===== src/rtl/complex_dot_product_engine_if.sv =====
// Operand/result handshake bundle for complex_dot_product_engine.
// master = operand producer / result consumer, slave = engine.
interface complex_dot_product_engine_if #(
    parameter int DATA_WIDTH = 18
);
    logic                         in_valid;
    logic                         in_ready;
    logic signed [DATA_WIDTH-1:0] a_r;
    logic signed [DATA_WIDTH-1:0] a_i;
    logic signed [DATA_WIDTH-1:0] b_r;
    logic signed [DATA_WIDTH-1:0] b_i;
    logic                         out_valid;
    logic                         out_ready;
    logic signed [DATA_WIDTH-1:0] out_r;
    logic signed [DATA_WIDTH-1:0] out_i;
    logic                         out_ovf;

    modport master (
        output in_valid, a_r, a_i, b_r, b_i, out_ready,
        input  in_ready, out_valid, out_r, out_i, out_ovf
    );

    modport slave (
        input  in_valid, a_r, a_i, b_r, b_i, out_ready,
        output in_ready, out_valid, out_r, out_i, out_ovf
    );
endinterface


===== src/rtl/complex_dot_product_engine.sv =====
// Streaming complex dot product of VEC_LEN (a,b) pairs in signed fixed point.
// Build option CDP_SATURATE_EN: saturate on narrowing instead of wrapping.
module complex_dot_product_engine #(
    parameter int INTEGER_SIZE = 7,
    parameter int FRACT_SIZE   = 11,
    parameter int DATA_WIDTH   = INTEGER_SIZE + FRACT_SIZE,
    parameter int VEC_LEN      = 4
) (
    input  logic                          clk,
    input  logic                          rst,
    input  logic                          flush,
    complex_dot_product_engine_if.slave   bus
);
    localparam int CNT_W = $clog2(VEC_LEN) + 1;
    localparam int ACC_W = DATA_WIDTH + INTEGER_SIZE + CNT_W + 1;
    localparam int PW    = 2 * DATA_WIDTH + 1;
    localparam int TOP_W = ACC_W - DATA_WIDTH + 1;

    localparam logic signed [DATA_WIDTH-1:0] MAX_V = {1'b0, {(DATA_WIDTH-1){1'b1}}};
    localparam logic signed [DATA_WIDTH-1:0] MIN_V = {1'b1, {(DATA_WIDTH-1){1'b0}}};

    typedef enum logic [1:0] {ACCUM, DRAIN, OUTPUT} state_t;

    state_t                       state;
    logic [CNT_W-1:0]             count;
    logic signed [ACC_W-1:0]      acc_r, acc_i;
    logic signed [ACC_W-1:0]      prod_r, prod_i;
    logic                         prod_valid;
    logic                         out_valid_q;
    logic signed [DATA_WIDTH-1:0] out_r_q, out_i_q;
    logic                         out_ovf_q;

    logic                         accept;
    logic signed [PW-1:0]         ar_x, ai_x, br_x, bi_x;
    logic signed [PW-1:0]         full_r, full_i, shr_r, shr_i;
    logic signed [ACC_W-1:0]      pnext_r, pnext_i;
    logic signed [ACC_W-1:0]      sum_r, sum_i;
    logic [TOP_W-1:0]             top_r, top_i;
    logic                         ovf_r, ovf_i;
    logic signed [DATA_WIDTH-1:0] red_r, red_i;

    assign bus.in_ready  = rst && (state == ACCUM);
    assign bus.out_valid = out_valid_q;
    assign bus.out_r     = out_r_q;
    assign bus.out_i     = out_i_q;
    assign bus.out_ovf   = out_ovf_q;

    assign accept = bus.in_valid && (state == ACCUM) && !flush;

    // Full-precision complex multiply, floor-shifted back to the fixed-point grid.
    always_comb begin
        ar_x    = PW'(bus.a_r);
        ai_x    = PW'(bus.a_i);
        br_x    = PW'(bus.b_r);
        bi_x    = PW'(bus.b_i);
        full_r  = ar_x * br_x - ai_x * bi_x;
        full_i  = ar_x * bi_x + ai_x * br_x;
        shr_r   = full_r >>> FRACT_SIZE;
        shr_i   = full_i >>> FRACT_SIZE;
        pnext_r = ACC_W'(shr_r);
        pnext_i = ACC_W'(shr_i);
    end

    // Running sum including any product still waiting in the stage-1 register.
    always_comb begin
        sum_r = acc_r + (prod_valid ? prod_r : '0);
        sum_i = acc_i + (prod_valid ? prod_i : '0);
        top_r = sum_r[ACC_W-1:DATA_WIDTH-1];
        top_i = sum_i[ACC_W-1:DATA_WIDTH-1];
        ovf_r = !((&top_r) || !(|top_r));
        ovf_i = !((&top_i) || !(|top_i));
`ifdef CDP_SATURATE_EN
        red_r = ovf_r ? (sum_r[ACC_W-1] ? MIN_V : MAX_V) : sum_r[DATA_WIDTH-1:0];
        red_i = ovf_i ? (sum_i[ACC_W-1] ? MIN_V : MAX_V) : sum_i[DATA_WIDTH-1:0];
`else
        red_r = sum_r[DATA_WIDTH-1:0];
        red_i = sum_i[DATA_WIDTH-1:0];
`endif
    end

    always_ff @(posedge clk or negedge rst) begin
        if (!rst) begin
            state       <= ACCUM;
            count       <= '0;
            acc_r       <= '0;
            acc_i       <= '0;
            prod_r      <= '0;
            prod_i      <= '0;
            prod_valid  <= 1'b0;
            out_valid_q <= 1'b0;
            out_r_q     <= '0;
            out_i_q     <= '0;
            out_ovf_q   <= 1'b0;
        end else if (flush) begin
            state       <= ACCUM;
            count       <= '0;
            acc_r       <= '0;
            acc_i       <= '0;
            prod_valid  <= 1'b0;
            out_valid_q <= 1'b0;
        end else begin
            case (state)
                ACCUM: begin
                    acc_r      <= sum_r;
                    acc_i      <= sum_i;
                    prod_valid <= accept;
                    if (accept) begin
                        prod_r <= pnext_r;
                        prod_i <= pnext_i;
                        if (count == CNT_W'(VEC_LEN - 1)) begin
                            count <= '0;
                            state <= DRAIN;
                        end else begin
                            count <= count + 1'b1;
                        end
                    end
                end
                DRAIN: begin
                    out_r_q     <= red_r;
                    out_i_q     <= red_i;
                    out_ovf_q   <= ovf_r || ovf_i;
                    out_valid_q <= 1'b1;
                    acc_r       <= '0;
                    acc_i       <= '0;
                    prod_valid  <= 1'b0;
                    state       <= OUTPUT;
                end
                OUTPUT: begin
                    if (bus.out_ready) begin
                        out_valid_q <= 1'b0;
                        state       <= ACCUM;
                    end
                end
                default: state <= ACCUM;
            endcase
        end
    end
endmodule


===== src/flat_wrapper.sv =====
// flat-port wrapper written by rule: the top's interface ports become plain ports
module complex_dot_product_engine_flat 
#(
    parameter int INTEGER_SIZE = 7,
    parameter int FRACT_SIZE   = 11,
    parameter int DATA_WIDTH   = INTEGER_SIZE + FRACT_SIZE,
    parameter int VEC_LEN      = 4
)
  (clk, rst, flush, bus_in_valid, bus_a_r, bus_a_i, bus_b_r, bus_b_i, bus_out_ready, bus_in_ready, bus_out_valid, bus_out_r, bus_out_i, bus_out_ovf);
  complex_dot_product_engine_if #(.DATA_WIDTH(DATA_WIDTH)) bus_i ();
  input  logic clk;
  input  logic rst;
  input  logic flush;
  input wire logic [$bits(bus_i.in_valid)-1:0] bus_in_valid;
  input wire logic [$bits(bus_i.a_r)-1:0] bus_a_r;
  input wire logic [$bits(bus_i.a_i)-1:0] bus_a_i;
  input wire logic [$bits(bus_i.b_r)-1:0] bus_b_r;
  input wire logic [$bits(bus_i.b_i)-1:0] bus_b_i;
  input wire logic [$bits(bus_i.out_ready)-1:0] bus_out_ready;
  output wire logic [$bits(bus_i.in_ready)-1:0] bus_in_ready;
  output wire logic [$bits(bus_i.out_valid)-1:0] bus_out_valid;
  output wire logic [$bits(bus_i.out_r)-1:0] bus_out_r;
  output wire logic [$bits(bus_i.out_i)-1:0] bus_out_i;
  output wire logic [$bits(bus_i.out_ovf)-1:0] bus_out_ovf;
  assign bus_i.in_valid = bus_in_valid;
  assign bus_i.a_r = bus_a_r;
  assign bus_i.a_i = bus_a_i;
  assign bus_i.b_r = bus_b_r;
  assign bus_i.b_i = bus_b_i;
  assign bus_i.out_ready = bus_out_ready;
  assign bus_in_ready = bus_i.in_ready;
  assign bus_out_valid = bus_i.out_valid;
  assign bus_out_r = bus_i.out_r;
  assign bus_out_i = bus_i.out_i;
  assign bus_out_ovf = bus_i.out_ovf;
  complex_dot_product_engine #(.INTEGER_SIZE(INTEGER_SIZE), .FRACT_SIZE(FRACT_SIZE), .DATA_WIDTH(DATA_WIDTH), .VEC_LEN(VEC_LEN)) u_core (.clk(clk), .rst(rst), .flush(flush), .bus(bus_i));
endmodule

===== config.mk =====
export PLATFORM = sky130hd
export DESIGN_NAME = complex_dot_product_engine_flat
export DESIGN_NICKNAME = d
export VERILOG_FILES = /design/src/rtl/complex_dot_product_engine_if.sv /design/src/rtl/complex_dot_product_engine.sv /design/src/flat_wrapper.sv
export SDC_FILE = /design/constraint.sdc
export NUM_CORES = 2
export LEC_CHECK = 0
export BUFFER_PORTS_ARGS = -buffer_cell sky130_fd_sc_hd__buf_2
export CELL_PAD_IN_SITES_DETAIL_PLACEMENT = 1
export CELL_PAD_IN_SITES_GLOBAL_PLACEMENT = 1
export CORE_MARGIN = 2
export CORE_UTILIZATION = 40
export DETAILED_ROUTE_END_ITERATION = 16
export PLACE_DENSITY_LB_ADDON = 0.1
export REMOVE_ABC_BUFFERS = 1
export SYNTH_ARGS = -nofsm -noshare
export SYNTH_HDL_FRONTEND = slang
export SYNTH_SLANG_ARGS = --single-unit

===== constraint.sdc =====
create_clock -name clk -period 12 [get_ports clk]
set_input_delay 1.2 -clock clk [delete_from_list [all_inputs] [get_ports clk]]
set_output_delay 1.2 -clock clk [all_outputs]
set_load 0.01 [all_outputs]

## Word-level counts from Yosys, hierarchy flattened

Cells that the tools add are included.
W data, S select, Z words.

| storage, ports and cells | value |
|---|---|
| register bits after elaboration | 154 |
| output and inout bits | 39 |

| operators by class | value |
|---|---|
| add/subtract/negate cells | 5 |
| equal/unequal tests | 6 |
| reduce and logical (&&, ||, !) cells | 25 |
| mux-type cells | 20 |
| bitwise gates (word level) | 1 |
| multiply operators | 4 |

Operators with widths:

| cell | number |
|---|---|
| $mul A18 B18 Y36 | 4 |
| $mux W29 | 4 |
| $pmux W29 S2 | 2 |
| $add A29 B29 Y29 | 2 |
| $add A36 B36 Y37 | 1 |
| $sub A36 B36 Y37 | 1 |
| $reduce_and A12 Y1 | 2 |
| $reduce_or A12 Y1 | 2 |
| $mux W3 | 4 |
| $mux W2 | 4 |
| $ne A3 B3 Y1 const B | 2 |
| $pmux W2 S3 | 1 |
| $reduce_and A2 Y1 | 3 |
| $reduce_and A3 Y1 | 2 |
| $reduce_bool A3 Y1 | 2 |
| $logic_not A1 Y1 | 5 |
| $pmux W1 S2 | 2 |
| $reduce_bool A2 Y1 | 2 |
| $add A3 B1 Y3 const B | 1 |
| $eq A3 B2 Y1 const B | 1 |
| $logic_and A1 B1 Y1 | 3 |
| $logic_or A1 B1 Y1 | 3 |
| $mux W1 | 3 |
| $ne A3 B2 Y1 const B | 1 |
| 4 further kinds | 4 |

## Longest topological paths before layout

| logic depth | value |
|---|---|
| word-level depth | 7 |
| depth in mapped cells | 30 |
| depth with buffers taken out | 28 |

## Worst setup path before layout

Ideal clock, no wire load.

| path | value |
|---|---|
| kind | input-to-reg |
| from | input bus_b_i[0] |
| to | register u_core.prod_i[25] |
| data required time | 11.880 ns |
| cell stages on the path | 25 |
| library setup time | 0.120 ns |
| setup slack | 3.399 ns |
| data arrival time | 8.482 ns |
| cells stage by stage | clkbuf_1 clkbuf_1 nand2_1 fa_1 fa_1 fa_1 fa_1 fa_1 inv_1 fa_1 fa_1 inv_1 fa_1 inv_1 ha_1 a21o_1 a21o_1 a211o_1 a211oi_2 o32ai_2 a311o_1 a31oi_2 a21oi_1 or3_1 a31o_1 |

| on the way | value |
|---|---|
| cells in the longest elaborated chain, start to end | 2 |

RTL lines:

| element | line | RTL |
|---|---|---|
| from (decl) | flat_wrapper.sv:18 | `input wire logic [$bits(bus_i.b_i)-1:0] bus_b_i;` |
| $mul A18 B18 Y36 | complex_dot_product_engine.sv:57 | `full_i = ar_x * bi_x + ai_x * br_x;` |
| $add A36 B36 Y37 | complex_dot_product_engine.sv:57 |  |
| to (signal assigned) | complex_dot_product_engine.sv:109 | `prod_i <= pnext_i;` |
| to (decl) | complex_dot_product_engine.sv:27 | `logic signed [ACC_W-1:0] prod_r, prod_i;` |

No other way between the ends.
A chain may end at the register's enable or synchronous reset.

## Worst setup path after layout

| path | value |
|---|---|
| from | input bus_b_i[1] |
| to | register u_core.prod_r[24] |

| on the way | value |
|---|---|
| cells in the longest elaborated chain, start to end | 2 |

RTL lines:

| element | line | RTL |
|---|---|---|
| $mul A18 B18 Y36 | complex_dot_product_engine.sv:56 | `full_r = ar_x * br_x - ai_x * bi_x;` |
| $sub A36 B36 Y37 | complex_dot_product_engine.sv:56 |  |
| to (signal assigned) | complex_dot_product_engine.sv:108 | `prod_r <= pnext_r;` |
| to (decl) | complex_dot_product_engine.sv:27 |  |

No other way between the ends.

==> impl_metrics.tcl <==
set metrics [dict create \
    top_usage_layer "met2" \
    antenna_found_initial 7 \
    overflow 0 \
    final_layout_size_suffix_gt1_share_pct 4.414 \
    synth-edff-count 0 \
    rsz0062_at_grt "no" \
    maxCapViolCount 0 \
    synth_top_area_share_pct 51.46 \
    drt-total-wl_microns 164300 \
    timing.setup.tns_ns 0 \
    area_growth_pct 5.159 \
    synth_top_flop_cell "dfrtp_1" \
    hp-class "reg -> reg" \
    dieArea_sq_um 146000 \
    grt_max_degree 64 \
    htreeDepth 4 \
    synthCells 6094 \
    design_area_sq_um 60140 \
    ant_nets 0 \
    viasPerCell 4.983 \
    die_h_microns 382.1 \
    async_reset_ff_share_pct 100.0 \
    register_area_sq_um 3854 \
    hpwl_microns 136900 \
    die_x_microns 382.1 \
    multi_input_area_sq_um 46450 \
    drt_pre_antenna_iters 5 \
    route.detailed.drc 0 \
    placed_cell_area_sq_um 59550 \
    crit_fanout 36 \
    required_ns 12.32 \
    crit_arrival_ns 9.77 \
    use_met1_pct 32.09 \
    holdPathEnd "u_core.prod_i[21]" \
    initial_core_util_pct 40.34 \
    setup.worst_path.start "bus_b_i[1]" \
    clock_skew_ns 0.02030 \
    ys_warn_count 0 \
    worstMarginPinSlew_ns 1.168 \
    clkLatencyLatePin_ns 0.49 \
    routedWlPerCell_microns 20.80 \
    post_cts_buffers 0 \
    hold_buffers 0 \
    min_period_over_period_pct 78.70 \
    timing.final.hold_violations 0 \
    grt_pass1_wl_microns 266700 \
    place.gp.congestion 0.8294 \
    drv_slew 0 \
    status "finished clean" \
    finish.utilization_pct 42.42 \
    syn_area_sq_um 57190 \
    ys_ff_latch 154 \
    vias 39360 \
    maxSlewHeadroom_pct 22.15 \
    grt_pass1_vias 45830 \
    synth.distinct_cells 75 \
    ys_seq_area_share_pct 6.739 \
    clockBufferDepth 2 \
    nets 7911 \
    grt_use_met3_pct 1.598 \
    fillers 16240 \
    drt_iter0_drc 1666 \
    crit_path_end_kind "flip-flop" \
    cts.sinks 154 \
    setup_viol 0 \
    reg2reg_from "u_core.prod_valid" \
    globalRouteTotalUtil_pct 23.90 \
    reg2reg_slack_ns 7.10 \
    grt_use_met2_pct 42.10 \
    synth_area_leaders "fa_1 51%, inv_1 10%, ha_1 8.2%" \
    cts_buffers 17 \
    fmax_mhz 105.9 \
    core_area_sq_um 141800 \
    holdCritStartpoint "u_core.prod_i[21]" \
    whs_path_depth 2 \
    portBuffers 115 \
    syn_area_per_cell_sq_um 9.384 \
    cts_tree "yes" \
    synth_top_cell_by_area "fa_1" \
    worstSetupPathType "in -> reg" \
    io_pins 116 \
    rr_worst_depth 14 \
    clk_pin_slew_ns 0.07 \
    cp-start-kind "input port" \
    fin_crit_ns 9.444 \
    row_count 138 \
    cts_resized 0 \
    root_buffer "clkbuf_16" \
    reg2reg_to "u_core.bus.out_ovf" \
]
kinds of logic (layout without fill, tap and decap cells):
family,after synthesis,in the layout,share of synthesized area (%)
muxes,22,22,0.4223
and+or+nand+nor,1710,1710,14.57
AOI/OAI and AO/OA,399,399,4.632
buffers and inverters,1839,1749,12.08
adders and majority gates,1843,1843,59.62
xor gates and xnor gates,127,127,1.945
DFF,154,154,6.739
other,0,5,0
state kept, by name, summed over array words and instances (netlist names):
name,flops
u_core.acc_i,29
u_core.acc_r,29
u_core.bus.out_i,18
u_core.bus.out_ovf,1
u_core.bus.out_r,18
u_core.bus.out_valid,1
u_core.count,3
u_core.prod_i,26
u_core.prod_r,26
u_core.prod_valid,1
u_core.state,2
how the worst max path moves through the flow:
| stage | to | slack [ns] | cells past startpoint |
|---|---|---|---|
| floorplan | u_core.prod_i[25] | 3.80 | 24 |
| global placement | u_core.prod_r[24] | 2.30 | 24 |
| detailed placement | u_core.prod_r[24] | 2.19 | 24 |
| CTS | u_core.prod_r[24] | 2.68 | 24 |
| global route | u_core.prod_r[25] | 2.10 | 24 |
| finish | u_core.prod_r[24] | 2.56 | 24 |
final cells by class:
cell class                 count  share of cell area [%]
antenna                        5                 0.02081
inverter                    1529                   9.543
tap                         1890                   3.932
timing repair buffer         188                   1.900
clock buffer                  18                  0.7136
clock inverter                14                  0.2476
multi-input combinational   4101                   77.24
sequential                   154                   6.408
per-stage QoR:
stage	std cells	worst slack, ns	hold WS, ns
final	7899	2.556	0.4660
after global routing	7894	2.099	0.5084
after CTS	7894	2.677	0.4757
after detailed placement	7862	2.189	0.4611
after global placement	7862	2.305	0.4466
after floorplan	5784	3.803	0.4311
placed cells by master (no fill, tap or decap), types with 6 or more instances in the layout:
cell type | synthesis | final
a211o_1 | 6 | 6
a211oi_1 | 19 | 19
a21o_1 | 38 | 38
a21oi_1 | 87 | 87
a22o_1 | 39 | 39
a31oi_1 | 13 | 13
and2_1 | 608 | 608
and3_1 | 15 | 15
buf_2 | 0 | 114
buf_4 | 1 | 72
clkbuf_16 | 0 | 17
dfrtp_1 | 154 | 154
fa_1 | 1470 | 1470
ha_1 | 373 | 373
inv_1 | 1529 | 1529
mux2_2 | 17 | 17
nand2_1 | 833 | 833
nand2b_1 | 35 | 35
nand3_1 | 24 | 24
nand4_1 | 14 | 14
nor2_1 | 106 | 103
nor2b_1 | 11 | 11
nor3_1 | 24 | 23
nor3b_1 | 6 | 6
nor4_1 | 6 | 6
o211ai_1 | 13 | 13
o21a_1 | 12 | 12
o21ai_0 | 106 | 106
o21bai_1 | 10 | 10
o31ai_1 | 7 | 7
or3_1 | 9 | 9
xnor2_1 | 81 | 81
xor2_1 | 46 | 46
cell usage after synthesis (7+ instances only):
library cell,n
nand4_1,14
ha_1,373
o31ai_1,7
nand2_1,833
a21oi_1,87
nand3_1,24
and3_1,15
xor2_1,46
nor3_1,24
and2_1,608
or3_1,9
nand2b_1,35
xnor2_1,81
a31oi_1,13
nor2b_1,11
clkbuf_1,305
fa_1,1470
a21o_1,38
o21a_1,12
mux2_2,17
o21bai_1,10
a22o_1,39
o21ai_0,106
nor2_1,106
o211ai_1,13
dfrtp_1,154
inv_1,1529
a211oi_1,19
routing by layer:
metal | wire [microns] | up-vias
met5 | 0 | -
met4 | 4752 | 0
met3 | 3560 | 113
met2 | 83780 | 469
met1 | 72240 | 21350
li1 | - | 17430
worst max-delay path, cell delays in order:
cell and delay, ns:
buf_2 0.65, nand2_1 0.22, inv_1 0.18, fa_1 0.52, fa_1 1.05, inv_1 0.34, fa_1 0.60, fa_1 0.45
fa_1 0.58, fa_1 0.44, fa_1 0.49, inv_1 0.05, fa_1 0.49, inv_1 0.04, ha_1 0.34, nand2_1 0.13
nor3_1 0.08, a221o_1 0.30, a31o_2 0.21, a31oi_1 0.48, o31ai_1 0.28, a211oi_1 0.31, xor2_1 0.18, o21ai_0 0.09
Power is not shown: default switching activity piles up to over one toggle a cycle in this logic, so the estimate is an artifact.
